`src/rtl/pika_pkg.sv`:
```
// Shared types and constants for the match sequencer.
// State encoding is visible on the HUD/debug port.
package pika_pkg;

    typedef enum logic [2:0] {
        ST_IDLE  = 3'd0,
        ST_SERVE = 3'd1,
        ST_PLAY  = 3'd2,
        ST_STEP  = 3'd3,
        ST_POINT = 3'd4,
        ST_OVER  = 3'd5
    } state_t;

    localparam logic [1:0] WIN_NONE = 2'd0;
    localparam logic [1:0] WIN_P1   = 2'd1;
    localparam logic [1:0] WIN_P2   = 2'd2;

    localparam int SCORE_W = 4;
    localparam int CNT_W   = 8;

    function automatic logic [SCORE_W-1:0] sat_inc(
        input logic [SCORE_W-1:0] s
    );
        return (s == '1) ? s : s + SCORE_W'(1);
    endfunction

endpackage

```
`src/rtl/frame_down_counter.sv`:
```
// Loadable frame-tick down counter shared by serve and point pauses.
// o_expire fires on the tick that reaches zero, or at once if already zero.
module frame_down_counter
    import pika_pkg::*;
(
    input  logic             clk,
    input  logic             rst,
    input  logic             i_en,
    input  logic             i_tick,
    input  logic             i_load,
    input  logic [CNT_W-1:0] i_load_val,
    output logic             o_expire
);

    logic [CNT_W-1:0] r_cnt;

    always_ff @(posedge clk) begin
        if (rst) begin
            r_cnt <= '0;
        end else if (i_load) begin
            r_cnt <= i_load_val;
        end else if (i_en && i_tick && r_cnt != '0) begin
            r_cnt <= r_cnt - CNT_W'(1);
        end
    end

    assign o_expire = i_en &&
        ((r_cnt == '0) || (i_tick && r_cnt == CNT_W'(1)));

endmodule

```
`src/rtl/match_ctrl.sv`:
```
// Round/match sequencer: paces physics steps, gates inputs, keeps score.
// Build option MATCH_DEUCE_EN: win needs a two-point lead (15 wins outright).
module match_ctrl #(
    parameter int WIN_SCORE     = 7,
    parameter int SERVE_FRAMES  = 60,
    parameter int PAUSE_FRAMES  = 90,
    parameter int VALID_TIMEOUT = 15
) (
    input  logic       clk,
    input  logic       rst,
    input  logic       frame_tick,
    input  logic       start_btn,
    input  logic       phys_valid,
    input  logic       phys_game_over,
    input  logic [1:0] phys_winner,
    output logic       phys_en,
    output logic       phys_rst_n,
    output logic       ops_allow,
    output logic [3:0] p1_score,
    output logic [3:0] p2_score,
    output logic [1:0] match_winner,
    output logic [2:0] state_o,
    output logic       err
);
    import pika_pkg::*;

    state_t             r_state, w_next;
    logic               r_start_d;
    logic [SCORE_W-1:0] r_p1, r_p2, w_p1, w_p2;
    logic [1:0]         r_winner, w_winner;
    logic [1:0]         r_scorer, w_scorer;
    logic               r_err, w_err;
    logic [CNT_W-1:0]   r_to, w_to;
    logic               r_phys_en, w_phys_en;
    logic               r_phys_rst_n, r_ops;
    logic               w_rise, w_cnt_load, w_cnt_en, w_expire, w_win;
    logic [CNT_W-1:0]   w_cnt_val;
    logic [SCORE_W-1:0] w_s;

    assign w_rise   = start_btn & ~r_start_d;
    assign w_cnt_en = (r_state == ST_SERVE) || (r_state == ST_POINT);
    assign w_s      = (r_scorer == WIN_P1) ? r_p1 : r_p2;

`ifdef MATCH_DEUCE_EN
    logic [SCORE_W-1:0] w_o;
    assign w_o   = (r_scorer == WIN_P1) ? r_p2 : r_p1;
    assign w_win = (w_s == '1) ||
        ((w_s >= SCORE_W'(WIN_SCORE)) &&
         ({1'b0, w_s} >= {1'b0, w_o} + 5'd2));
`else
    assign w_win = w_s >= SCORE_W'(WIN_SCORE);
`endif

    frame_down_counter u_cnt (
        .clk        (clk),
        .rst        (rst),
        .i_en       (w_cnt_en),
        .i_tick     (frame_tick),
        .i_load     (w_cnt_load),
        .i_load_val (w_cnt_val),
        .o_expire   (w_expire)
    );

    always_comb begin
        w_next     = r_state;
        w_p1       = r_p1;
        w_p2       = r_p2;
        w_winner   = r_winner;
        w_scorer   = r_scorer;
        w_err      = r_err;
        w_to       = r_to;
        w_phys_en  = 1'b0;
        w_cnt_load = 1'b0;
        w_cnt_val  = CNT_W'(SERVE_FRAMES);
        unique case (r_state)
            ST_IDLE, ST_OVER: begin
                if (w_rise) begin
                    w_next     = ST_SERVE;
                    w_p1       = '0;
                    w_p2       = '0;
                    w_winner   = WIN_NONE;
                    w_err      = 1'b0;
                    w_cnt_load = 1'b1;
                end
            end
            ST_SERVE: begin
                if (w_expire) w_next = ST_PLAY;
            end
            ST_PLAY: begin
                if (frame_tick) begin
                    w_next    = ST_STEP;
                    w_phys_en = 1'b1;
                    w_to      = CNT_W'(VALID_TIMEOUT);
                end
            end
            ST_STEP: begin
                // valid wins over timeout; any tick here is dropped
                if (phys_valid) begin
                    w_next = ST_PLAY;
                    if (phys_game_over) begin
                        if (phys_winner == WIN_P1 || phys_winner == WIN_P2) begin
                            w_next     = ST_POINT;
                            w_scorer   = phys_winner;
                            w_cnt_load = 1'b1;
                            w_cnt_val  = CNT_W'(PAUSE_FRAMES);
                            if (phys_winner == WIN_P1) w_p1 = sat_inc(r_p1);
                            else                       w_p2 = sat_inc(r_p2);
                        end else begin
                            w_err = 1'b1;
                        end
                    end
                end else if (r_to == '0) begin
                    w_next = ST_PLAY;
                    w_err  = 1'b1;
                end else begin
                    w_to = r_to - CNT_W'(1);
                end
            end
            ST_POINT: begin
                if (w_expire) begin
                    if (w_win) begin
                        w_next   = ST_OVER;
                        w_winner = r_scorer;
                    end else begin
                        w_next     = ST_SERVE;
                        w_cnt_load = 1'b1;
                    end
                end
            end
            default: w_next = ST_IDLE;
        endcase
    end

    always_ff @(posedge clk) begin
        if (rst) begin
            r_state      <= ST_IDLE;
            r_start_d    <= 1'b0;
            r_p1         <= '0;
            r_p2         <= '0;
            r_winner     <= WIN_NONE;
            r_scorer     <= WIN_NONE;
            r_err        <= 1'b0;
            r_to         <= '0;
            r_phys_en    <= 1'b0;
            r_phys_rst_n <= 1'b0;
            r_ops        <= 1'b0;
        end else begin
            r_state      <= w_next;
            r_start_d    <= start_btn;
            r_p1         <= w_p1;
            r_p2         <= w_p2;
            r_winner     <= w_winner;
            r_scorer     <= w_scorer;
            r_err        <= w_err;
            r_to         <= w_to;
            r_phys_en    <= w_phys_en;
            r_phys_rst_n <= !(w_next == ST_IDLE || w_next == ST_POINT);
            r_ops        <= (w_next == ST_PLAY) || (w_next == ST_STEP);
        end
    end

    assign phys_en      = r_phys_en;
    assign phys_rst_n   = r_phys_rst_n;
    assign ops_allow    = r_ops;
    assign p1_score     = r_p1;
    assign p2_score     = r_p2;
    assign match_winner = r_winner;
    assign state_o      = r_state;
    assign err          = r_err;

endmodule

```
`config.mk`:
```
export PLATFORM = sky130hd
export DESIGN_NAME = match_ctrl
export DESIGN_NICKNAME = d
export VERILOG_FILES = /design/src/rtl/pika_pkg.sv /design/src/rtl/frame_down_counter.sv /design/src/rtl/match_ctrl.sv
export SDC_FILE = /design/constraint.sdc
export NUM_CORES = 1
export LEC_CHECK = 0
export BUFFER_PORTS_ARGS = -buffer_cell sky130_fd_sc_hd__buf_2
export CORE_MARGIN = 8
export CORE_UTILIZATION = 52
export DETAILED_ROUTE_END_ITERATION = 7
export PLACE_DENSITY = 0.76
export SLEW_MARGIN = 20
export SYNTH_ARGS = -nofsm -noshare
export SYNTH_HDL_FRONTEND = slang
export SYNTH_SLANG_ARGS = --single-unit
```
`constraint.sdc`:
```
create_clock -name clk -period 1.7 [get_ports clk]
set_input_delay 0.34 -clock clk [delete_from_list [all_inputs] [get_ports clk]]
set_output_delay 0.34 -clock clk [all_outputs]
set_load 0.05 [all_outputs]
```
==> impl_summary.txt <==
----------------------------------------------------
[Logic synthesis]
  XOR/XNOR Fraction of Synth Area ... 6.96%
  Cell Area, Synth ... 2010 um2
  Net Count, Synth ... between 200 and 250
  Fraction of the mapped netlist area in simple logic gates ... 28.1%
  Proportion of synthesized flip-flops having asynchronous set or reset ... 0%
  Area fraction in compound gates after synthesis ... 16.3%
  Avg Cell Area, Syn ... 8.95 um2
  Post-synthesis register bit count ... 36
  Distinct cell type count after synthesis ... 52
  EDFF count, synth ... 0
  Main combinational cell family by area after synthesis ... simple AND/OR/NAND/NOR gates
  Share of synthesized area occupied by flip-flops and latches ... a little over a third
  Adder and majority cell fraction of the synthesized area ... 5.59%
  Number of instances in the synthesized netlist ... between 200 and 250
  Dominant synthesized flop cell ... sky130_fd_sc_hd__dfxtp_1
  Share of synthesized area spent on multiplexers ... 3.04%
  Syn. warnings ... 0

[Place]
  DP Cell Count ... approximately 320
  Placed inst area ... 2420 um2
  Port Buf Inserts ... 24
  Total half-perimeter wirelength after legalization and detailed placement ... 3550 um
  Routability-driven placement congestion ratio ... 0.843

[Timing]
  Post-layout min period ... 1.78 ns
  Number of pins exceeding their max-slew limit in the final report ... 0
  Max-slew headroom at the worst pin ... about two thirds
  Final setup skew ... 0.00613 ns
  Final Hold Fails ... 0
  Final Hold Slack ... 0.311 ns
  Final cycle utilization of the critical path ... 105%
  Transition time of the tightest slew-check pin ... 0.471 ns
  Setup-failing EPs final ... 9
  F_max ... 0.563 GHz
  Final setup slack of the worst path ... -0.0777 ns
  RSZ-0062 raised after global routing ... yes

[Setup path]
  Kind of cell adding the most delay to the critical path ... simple AND/OR/NAND/NOR gates
  Buffers and inverters on the worst path ... 0
  Critical Path Start Type ... register
  Cell at the slowest stage of the critical path ... sky130_fd_sc_hd__or4_4
  R2R cell count ... 5
  Critical-path maximum fanout ... 7
  Critical path data required time ... 1.87 ns
  Levels on crit path ... 5
  Type of the setup path with the least slack ... reg -> reg
  Critical path endpoint category ... register
  Critical path origin ... u_cnt.r_cnt[3]
  Reg-to-reg critical path startpoint ... u_cnt.r_cnt[3]
  WP data arrival ... between 1.5 and 2 ns
  Cell Chain, Critical Path ... or4_4 > nor4_4 > a21oi_4 > a31oi_1 > nor2_1
  Crit path largest cell delay ... roughly 0.58 ns

[CTS]
  Register clock-pin slew on the reported worst setup and hold paths ... 0.07 ns
  Maximum buffer depth of the clock tree ... 2
  CTS buffer count ... 5
  CTS H-tree depth ... 2
  TritonCTS clock tree ... built
  Sink count of the clock tree ... 36
  Clock latency on the worst-skew pair ... 0.29 ns
  CTS Root Buffer Type ... sky130_fd_sc_hd__clkbuf_8

[Finish]
  Filler cell count in the final layout ... 313
  Synthesis-to-layout area growth ... 26.7%
  Leading cell types in the layout, fill and taps excluded ... sky130_fd_sc_hd__buf_4, sky130_fd_sc_hd__nor2_1, sky130_fd_sc_hd__dfxtp_1
  Share of layout cells above drive strength 1 ... between 30% and 40%
  Layout Utilization ... 69.2%
  Area used by sequential logic in the layout ... 744 um2
  Fin cells ... 328
  Net count of the finished layout ... 296
  Post-route design area ... 2550 um2
  Multi-input gate area in the final layout ... 1270 um2
  Number of antenna cells inserted ... 0
  Leading cell type in the layout, fill and taps excluded ... sky130_fd_sc_hd__buf_4

[Floorplanning]
  Number of placement rows ... 22
  Total die area ... 6120 um2
  Effective utilization at floorplan ... 54.6%
  Core area ... 3690 um2
  Width of the die ... roughly 78 um
  Die height ... 78.2 um
  I/O pin count ... 25

[Route]
  WL final ... 4750 um
  Drt pass-1 iters ... 4
  DRC violations left ... 0
  Vias ... 1845
  Max Used Layer ... met4
  Final antenna-violating net count ... 0
  Met2 routed WL ... 2220 um
  Drt first-iter violations ... 89
  DR WL/cell ... 14.5 um
  Wire length on met1 ... about 2300 um
  WL met3 ... around 210 um
  Avg Vias per Cell ... 5.63

[Global routing]
  Maximum number of pins on one net before global-route repair ... 20
  Global router's overall resource usage ... 15.6%
  Vias in the first global route ... 1801
  Antenna violations before repair ... 0
  Grt ovf ... 0
  Global-route wire length before repair ... between 7000 and 8000 um

[Flow run]
  Max_cap viols ... 0

[Power and ir drop]
  Pwr/cell area ... 818 nW/um2
  Static Leak ... 0.00106 uW
  Overall power consumption ... 2090 uW
  Worst IR Drop VDD ... ~0.68 mV

[Status]
  Result of the run ... finished, violations left
  Failing checks ... negative setup slack

[Worst hold path]
  Class of the most critical hold timing path ... in -> reg
  Count of cells along the worst hold path ... 2
  Hold Path Origin ... start_btn

----------------------------------------------------
==> through the flow <==
stage / setup slack (ns) / setup TNS [ns]
2_1_floorplan: -0.0455 / -0.114
3_3_place_gp: -0.0933 / -0.730
3_5_place_dp: -0.134 / -0.899
4_1_cts: -0.0675 / -0.395
5_1_grt: -0.190 / -1.44
6_report: -0.0777 / -0.492
==> synth_stat cells (all sizes together) (2+ instances only) <==
library cell,count,area (um2)
dfxtp,36,721
nor2,28,105
a21oi,13,68.8
inv,13,48.8
ha,9,113
nand3,9,45.0
xor2,9,78.8
xnor2,7,61.3
nor2b,6,45.0
nor3,6,40.0
a211oi,5,37.5
buf,5,25.0
mux2i,5,50.1
nand2,5,18.8
nand4,5,31.3
nor4,5,67.6
a31oi,4,37.5
nand2b,4,25.0
nand4b,4,35.0
o2111ai,4,35.0
o21ai,4,20.0
a311oi,3,26.3
and2,3,18.8
and3,3,20.0
clkbuf,3,11.3
nand3b,3,22.5
nor3b,3,22.5
a21boi,2,15.0
a21o,2,15.0
a32oi,2,17.5
and3b,2,17.5
or2,2,12.5
==> flip-flops by register name (all words and copies together), names as in the netlist, 2 cells and up <==
name and count:
r_to 8, u_cnt.r_cnt 8, p1_score 4, p2_score 4
state_o 3, match_winner 2, r_scorer 2
==> worst register-to-register path, stage by stage, from the launching register on <==
cell                      delay [ns]
sky130_fd_sc_hd__dfxtp_1        0.31
sky130_fd_sc_hd__or4_4          0.58
sky130_fd_sc_hd__nor4_4         0.40
sky130_fd_sc_hd__a21oi_4        0.15
sky130_fd_sc_hd__a31oi_1        0.16
sky130_fd_sc_hd__nor2_1         0.05
==> area by class of cell <==
class / count / area share [%]
clock buffers: 7 / 2.99
clock inverters: 1 / 0.147
inverters: 13 / 1.91
multi-input cells: 168 / 49.6
flip-flops and latches: 36 / 29.2
well taps: 48 / 2.35
repair buffers: 55 / 13.8
==> final timing paths <==
kind	end	slack, ns
min	r_start_d	0.31
max	u_cnt.r_cnt[1]	-0.08
max reg2reg	u_cnt.r_cnt[1]	-0.08
min reg2reg	err	0.49
==> layer usage <==
metal  up-vias  GRT usage (%)
li1        920              -
met1       878           19.4
met2        42           25.5
met3         5           4.78
met4         0           3.89
met5         -              0
==> cell families after synthesis <==
kind of cell / count (synthesis)
adders and majority gates: 9
buffers and inverters: 21
muxes: 6
DFF: 36
AOI/OAI and AO/OA: 45
and+or+nand+nor: 92
xor gates and xnor gates: 16
==> power by group <==
part | internal, uW | total, uW | switching, uW
Clock | 285 | 574 | 288
Sequential | 892 | 935 | 42.9
Combinational | 243 | 579 | 336
==> what timing repair did <==
action	CTS	global route
setup endpoints to repair	10	22
buffers inserted	0	1
gates resized for setup	1	10
gates cloned	0	0
pin swaps	1	8
hold buffers	0	0
Note: power is estimated with default switching activity, not from simulation.
